--- src/rtl/dqnt_expand_pkg.sv ---
// dqnt_pkg: shared types, LFSR constants and saturation helper for dqnt_expand.
package dqnt_pkg;
   typedef enum logic {RECON_ZERO, RECON_MID} recon_e;
   localparam logic [15:0] LFSR_POLY = 16'hB400;
   localparam logic [15:0] LFSR_SEED = 16'hACE1;
   function automatic logic signed [31:0] sat_to_w(input logic signed [31:0] v, input int w);
      logic signed [31:0] hi;
      logic signed [31:0] lo;
      hi = (32'sd1 <<< (w - 1)) - 32'sd1;
      lo = -(32'sd1 <<< (w - 1));
      return v > hi ? hi : v < lo ? lo : v;
   endfunction
endpackage

--- src/rtl/dqnt_expand_if.sv ---
// dqnt_expand_if: input and output valid/ready streams of the dequantizer.
interface dqnt_expand_if #(parameter int NBW_IN = 7, parameter int NBW_OUT = 10);
   logic                      in_valid;
   logic                      in_ready;
   logic signed [NBW_IN-1:0]  in_data;
   logic signed [NBW_OUT-1:0] in_offset;
   logic                      out_valid;
   logic                      out_ready;
   logic signed [NBW_OUT-1:0] out_data;
   modport master(output in_valid, in_data, in_offset, out_ready, input in_ready, out_valid, out_data);
   modport slave(input in_valid, in_data, in_offset, out_ready, output in_ready, out_valid, out_data);
endinterface

--- src/rtl/dqnt_expand_lfsr.sv ---
// dqnt_lfsr: 16-bit Fibonacci LFSR (x^16+x^14+x^13+x^11+1), steps only when i_step is high.
module dqnt_lfsr
   import dqnt_pkg::*;
(
   input  logic        i_clk,
   input  logic        i_rst_n,
   input  logic        i_step,
   output logic [15:0] o_state
);
   logic [15:0] r_state;
   always_ff @(posedge i_clk or negedge i_rst_n) begin
      if (!i_rst_n) r_state <= LFSR_SEED;
      else if (i_step) r_state <= {r_state[14:0], ^(r_state & LFSR_POLY)};
   end
   assign o_state = r_state;
endmodule

--- src/rtl/dqnt_expand.sv ---
// dqnt_expand: 2-stage streaming dequantizer with offset, saturation and clip counter.
// Define DQNT_DITHER_EN to replace the constant restored LSBs with LFSR dither.
module dqnt_expand
   import dqnt_pkg::*;
#(
   parameter int     NBW_IN     = 7,
   parameter int     NB_EXP     = 3,
   parameter recon_e RECON_MODE = RECON_ZERO,
   parameter int     NBW_CNT    = 16,
   localparam int    NBW_OUT    = NBW_IN + NB_EXP
)(
   input  logic               i_clk,
   input  logic               i_rst_n,
   dqnt_expand_if.slave       bus,
   input  logic               i_clr_cnt,
   output logic [NBW_CNT-1:0] o_sat_cnt
);
   logic                      w_s1_adv;
   logic                      w_accept;
   logic [NB_EXP-1:0]         w_lsb;
   logic signed [NBW_OUT-1:0] w_cat;
   logic signed [NBW_OUT:0]   w_bias;
   logic signed [NBW_OUT:0]   w_x1;
   logic signed [NBW_OUT+1:0] w_sum;
   logic signed [31:0]        w_sat;
   logic                      w_clip;
   logic                      r_s1_v;
   logic                      r_s2_v;
   logic signed [NBW_OUT:0]   r_x1;
   logic [NBW_OUT-1:0]        r_data;
   logic [NBW_CNT-1:0]        r_cnt;

`ifdef DQNT_DITHER_EN
   logic [15:0] w_lfsr;
   dqnt_lfsr u_lfsr (.i_clk(i_clk), .i_rst_n(i_rst_n), .i_step(w_accept), .o_state(w_lfsr));
   assign w_lsb  = w_lfsr[NB_EXP-1:0];
   // Mode 0 recentres the uniform dither on the bin so it stays zero-mean
   assign w_bias = RECON_MODE == RECON_ZERO ? (NBW_OUT+1)'(1) << (NB_EXP - 1) : '0;
`else
   assign w_lsb  = RECON_MODE == RECON_MID ? NB_EXP'(1) << (NB_EXP - 1) : '0;
   assign w_bias = '0;
`endif

   assign w_s1_adv      = !r_s2_v || bus.out_ready;
   assign bus.in_ready  = !r_s1_v || w_s1_adv;
   assign w_accept      = bus.in_valid && bus.in_ready;
   assign w_cat         = {bus.in_data, w_lsb};
   assign w_x1          = (NBW_OUT+1)'(w_cat) - w_bias;
   assign w_sum         = (NBW_OUT+2)'(r_x1) + (NBW_OUT+2)'(bus.in_offset);
   assign w_sat         = sat_to_w(32'(w_sum), NBW_OUT);
   assign w_clip        = w_sat != 32'(w_sum);
   assign bus.out_valid = r_s2_v;
   assign bus.out_data  = r_data;
   assign o_sat_cnt     = r_cnt;

   always_ff @(posedge i_clk or negedge i_rst_n) begin
      if (!i_rst_n) begin
         r_s1_v <= 1'b0;
         r_s2_v <= 1'b0;
         r_x1   <= '0;
         r_data <= '0;
         r_cnt  <= '0;
      end else begin
         if (bus.in_ready) r_s1_v <= bus.in_valid;
         if (w_accept) r_x1 <= w_x1;
         if (w_s1_adv) r_s2_v <= r_s1_v;
         if (w_s1_adv && r_s1_v) r_data <= w_sat[NBW_OUT-1:0];
         r_cnt <= i_clr_cnt ? '0 : (w_s1_adv && r_s1_v && w_clip && ~&r_cnt) ? r_cnt + NBW_CNT'(1) : r_cnt;
      end
   end
endmodule

--- src/flat_wrapper.sv ---
// flat-port wrapper written by rule: the top's interface ports become plain ports
module dqnt_expand_flat import dqnt_pkg::*;
#(
   parameter int     NBW_IN     = 7,
   parameter int     NB_EXP     = 3,
   parameter recon_e RECON_MODE = RECON_ZERO,
   parameter int     NBW_CNT    = 16,
   localparam int    NBW_OUT    = NBW_IN + NB_EXP
)
  (i_clk, i_rst_n, i_clr_cnt, o_sat_cnt, bus_in_valid, bus_in_data, bus_in_offset, bus_out_ready, bus_in_ready, bus_out_valid, bus_out_data);
  dqnt_expand_if #(.NBW_IN(NBW_IN), .NBW_OUT(10)) bus_i ();
  input  logic i_clk;
  input  logic i_rst_n;
  input  logic i_clr_cnt;
  output logic [NBW_CNT-1:0] o_sat_cnt;
  input wire logic [$bits(bus_i.in_valid)-1:0] bus_in_valid;
  input wire logic [$bits(bus_i.in_data)-1:0] bus_in_data;
  input wire logic [$bits(bus_i.in_offset)-1:0] bus_in_offset;
  input wire logic [$bits(bus_i.out_ready)-1:0] bus_out_ready;
  output wire logic [$bits(bus_i.in_ready)-1:0] bus_in_ready;
  output wire logic [$bits(bus_i.out_valid)-1:0] bus_out_valid;
  output wire logic [$bits(bus_i.out_data)-1:0] bus_out_data;
  assign bus_i.in_valid = bus_in_valid;
  assign bus_i.in_data = bus_in_data;
  assign bus_i.in_offset = bus_in_offset;
  assign bus_i.out_ready = bus_out_ready;
  assign bus_in_ready = bus_i.in_ready;
  assign bus_out_valid = bus_i.out_valid;
  assign bus_out_data = bus_i.out_data;
  dqnt_expand #(.NBW_IN(NBW_IN), .NB_EXP(NB_EXP), .RECON_MODE(RECON_MODE), .NBW_CNT(NBW_CNT)) u_core (.i_clk(i_clk), .i_rst_n(i_rst_n), .bus(bus_i), .i_clr_cnt(i_clr_cnt), .o_sat_cnt(o_sat_cnt));
endmodule
--- config.mk ---
export PLATFORM = sky130hd
export DESIGN_NAME = dqnt_expand_flat
export DESIGN_NICKNAME = d
export VERILOG_FILES = /design/src/rtl/dqnt_expand_pkg.sv /design/src/rtl/dqnt_expand_if.sv /design/src/rtl/dqnt_expand_lfsr.sv /design/src/rtl/dqnt_expand.sv /design/src/flat_wrapper.sv
export SDC_FILE = /design/constraint.sdc
export NUM_CORES = 1
export LEC_CHECK = 0
export ABC_AREA = 1
export BUFFER_PORTS_ARGS = -buffer_cell sky130_fd_sc_hd__buf_2
export CORE_ASPECT_RATIO = 1.1
export CORE_MARGIN = 3
export CORE_UTILIZATION = 49
export CTS_BUF_LIST = sky130_fd_sc_hd__clkbuf_8 sky130_fd_sc_hd__clkbuf_16
export DETAILED_ROUTE_END_ITERATION = 10
export GPL_TIMING_DRIVEN = 1
export PLACE_DENSITY_LB_ADDON = 0.08
export SYNTH_ARGS = -nofsm -noshare
export SYNTH_HDL_FRONTEND = slang
export SYNTH_SLANG_ARGS = --single-unit
--- constraint.sdc ---
create_clock -name i_clk -period 2 [get_ports i_clk]
set_input_delay 0.4 -clock i_clk [delete_from_list [all_inputs] [get_ports i_clk]]
set_output_delay 0.4 -clock i_clk [all_outputs]
set_load 0.005 [all_outputs]
==> run summary <==
For the pin with the worst max-slew slack, the measured transition is 0.5109 ns. The share of total power dissipated in combinational logic is 42.8%. The tools report the post-route total power as 2.452 mW. The filler cells instantiated in the layout total 385. The finished cells cover 2897 um2.

For this run, asynchronously set or reset flops after synthesis account for 100.0%. The routed layout has 2073 vias. The final wirelength is 5.514 mm, and the CTS H-tree depth is 2. The analysis attributes to net switching a power of 0.9409 mW. The die boundary height came out at 77.38 um. Count of endpoints failing hold in the final timing report: 0. The clock reaches the later pin of the worst-skew pair after 0.28 ns. The worst setup path is launched from a flop. TritonCTS built the clock tree.

The run gives 395 as the number of standard cells in the final layout excluding fillers. The synthesized design contains 35 register bits. For the worst setup timing slack at the placement stage, the log shows -0.2579 ns. Counting the buffers created by CTS gives 5. After detailed routing, the number of vias per cell comes to 5.248.

After technology mapping, the gate count stands at 269. For the worst setup margin, the log shows 0.005159 ns. The total track usage was 21.01%; the first-pass detailed-route iteration total was 4. In this run the remaining antenna-violating nets after routing total 0. Setup repair after global routing could not meet its margin everywhere. Number of global-route vias before repair: 2054. STA puts the critical path data arrival time at 2.22 ns. The tightest hold path in the finished design has a slack of 0.1531 ns. The run gives 29 as the count of different cell masters after synthesis.

The clock passes through at most 2 buffers. The worst setup skew after layout is 0.004022 ns. In this run the power density over the cells is 846.4 nW/um2.

The number of flops mapped to enable cells by yosys came out at 0. The logs give 2.22 ns for the required time of the critical path and 371 for the number of nets in the layout. Max-cap violations in this run came to 0. The critical path in this run is classified as reg2reg.

Once placement completed, the tool counted placed cells totaling 381. The tools report the total die area as 5485 um2. Summed over all nets, the half-perimeter wirelength after detailed placement is 3.765 mm.

The run gives 65.87% as the worst relative slew slack. Row generation in the floorplan step produced 25 rows. The critical path capture point type is a flop.

The sequential cells in the finished layout cover a total of 875.8 um2. The tools report the pin count of the biggest net entering global routing as 36. The initial core utilization was 51.83%. Share of the core filled with cells: 66.14%.

The synthesized area per cell was 8.437 um2. The logs give 35 for the number of clock sinks and 501.3 MHz for the top achievable clock speed. The internal power of the cells was 1.511 mW; the area of the multi-input gates was 1366 um2. The area after detailed placement is 2649 um2, and the switching share of power is 38.38%. The first global-routing pass estimated 9.294 mm of wire. Dominant register cell in the synthesized netlist: sky130_fd_sc_hd__dfrtp_1. The max-slew violation count was 0.

The setup violation total in the final timing report is 0, and the leakage power is 1.514 nW. Registers are responsible for 36.7% of the overall power. Summed over its instances, the top area cell type makes up 38.59% of the synthesized netlist area. Cells with a size suffix above 1 make up 39.88% of the layout. When the netlist entered floorplanning its net count stood at 300.

During synthesis, Yosys emitted a total of 0 warnings. Along the worst path, the maximum fanout reaches 8. The area growth from synthesis to layout works out to 27.62%. The largest vdd supply drop was 0.3489 mV. For this run the aggregate overflow at the end of global routing stands at 0.

The number of I/O port buffers is 49. Setup total negative slack on the finished layout was measured at 0 ns. The post-CTS clock slew at the launch and capture registers of the worst setup and hold paths works out to 0.08 ns. In this run the horizontal extent of the chip is 70.89 um.

0 antenna diodes ended up in the layout. The min-delay analysis places its worst path in the category in2async. Routability-driven placement finished with a final weighted congestion of 0.8325. During I/O placement, the number of pins put on the boundary was 50. Dividing the detail-routed wire length by the instance count gives 13.96 um. The run finished with clean final reports. After detailed routing, the number of remaining DRC violations is 0.

In the post-synthesis netlist, the biggest area contributors are sky130_fd_sc_hd__dfrtp_1, sky130_fd_sc_hd__nand2_1, sky130_fd_sc_hd__nand4_1. The final critical path takes up 99.74% of the cycle. The part of the Yosys area used for sequential elements was 38.59%. The worst path needs 1.995 ns of the cycle, external delays included.

The first routing iteration left 78 violations. sky130_fd_sc_hd__dfrtp_1 takes more of the synthesized area than any other cell. The CTS root buffer was sky130_fd_sc_hd__clkbuf_8. The region available for standard cell placement spans 4379 um2. The clock network fraction of total power is 20.5%.

The initial antenna violation count came out at 0. For the area of the mapped netlist, the log shows 2270 um2.
==> cells by family after synthesis <==
group / after synthesis / share of synthesized area [%]
simple gates: 157 / 36.49
flops: 35 / 38.59
buf+inv: 32 / 6.780
xor+xnor: 16 / 6.174
compound gates: 13 / 3.197
fa+ha+maj: 9 / 5.292
mux: 7 / 3.473
==> sequential cells by signal, indices dropped and copies added, names as in the netlist <==
name / cells
u_core.bus.out_valid: 1
u_core.o_sat_cnt: 16
u_core.r_x1: 7
u_core.r_s1_v: 1
u_core.bus.out_data: 10
==> Yosys cell counts (all sizes together), types with 4 or more instances <==
cell type	n
a21oi	12
buf	8
dfrtp	35
ha	8
inv	24
mux2	7
nand2	76
nand3	33
nand4	19
nor2	21
xnor2	4
xor2	12
==> final cells by class <==
class	instances	area share [%]
repair buffers	69	14.21
clock buffers	5	2.376
flip-flops and latches	35	30.24
well taps	54	2.333
clock inverters	3	0.5616
multi-input cells	205	47.17
inverters	24	3.110
==> placed cells by master (no fill, tap or decap), types with 3 or more instances in the layout <==
master                     instances
sky130_fd_sc_hd__xnor2_1           4
sky130_fd_sc_hd__nand2_2          20
sky130_fd_sc_hd__buf_2            49
sky130_fd_sc_hd__ha_1              6
sky130_fd_sc_hd__a21oi_2           7
sky130_fd_sc_hd__nor3_1            3
sky130_fd_sc_hd__nand4_1          19
sky130_fd_sc_hd__inv_1            24
sky130_fd_sc_hd__clkbuf_8          5
sky130_fd_sc_hd__nor2_1           21
sky130_fd_sc_hd__xor2_1           12
sky130_fd_sc_hd__nand2_8           3
sky130_fd_sc_hd__nand3_1          21
sky130_fd_sc_hd__a21oi_1           5
sky130_fd_sc_hd__mux2_2            7
sky130_fd_sc_hd__buf_4            18
sky130_fd_sc_hd__nand2_1          52
sky130_fd_sc_hd__nand2_4           4
sky130_fd_sc_hd__dfrtp_1          35
sky130_fd_sc_hd__nand3_2          11
==> worst paths after layout <==
kind                                         from                     end  slack [ns]  cells after the start
max reg2reg                        u_core.r_x1[3]     u_core.o_sat_cnt[7]       0.005                     13
max                                u_core.r_x1[3]     u_core.o_sat_cnt[7]       0.005                     13
min in group i_clk                 bus_in_data[1]          u_core.r_x1[4]        0.34                      2
min                                       i_rst_n    u_core.o_sat_cnt[13]        0.15                      2
min reg2reg                u_core.bus.out_data[9]  u_core.bus.out_data[9]        0.48                      2
max in group asynchronous                 i_rst_n     u_core.o_sat_cnt[6]        1.54                      2
==> worst max-delay path: stages, from the launching register on <==
cell and delay [ns]:
sky130_fd_sc_hd__dfrtp_1 0.38, sky130_fd_sc_hd__ha_2 0.19, sky130_fd_sc_hd__fa_2 0.34, sky130_fd_sc_hd__nand2_2 0.09
sky130_fd_sc_hd__nand2_2 0.08, sky130_fd_sc_hd__nand3b_4 0.10, sky130_fd_sc_hd__nand2_2 0.07, sky130_fd_sc_hd__nand2_2 0.07
sky130_fd_sc_hd__nand2_2 0.06, sky130_fd_sc_hd__nand2_4 0.15, sky130_fd_sc_hd__nand2_8 0.11, sky130_fd_sc_hd__nand2_8 0.13
sky130_fd_sc_hd__nand3_2 0.09, sky130_fd_sc_hd__nand2_2 0.07
==> timing repair <==
item                                    CTS  global route
hold buffers                              0             0
cloned                                    3             0
pin swaps                                 3            12
gates resized for setup                   5            17
endpoints found under the setup margin   18            24
setup buffers                             0             3
==> layer usage <==
metal  part of all wire [%]  global-route usage, %  routed length [um]
met1                     43                  25.80                2388
met2                     51                  36.09                2801
met3                    4.2                  4.534                 234
met4                    1.6                  7.331                  90
met5                      0                      0                   0
==> power by group through the flow <==
stage                     Sequential [mW]  Clock [mW]  Combinational [mW]
after detailed placement            0.913           0               0.862
after CTS                           0.900       0.520               0.943
after global routing                0.919       0.551                1.14
final                               0.901       0.503                1.05
after floorplan                     0.928           0               0.572
after global placement              0.909           0               0.849
Power figures use the tool's default switching activity.
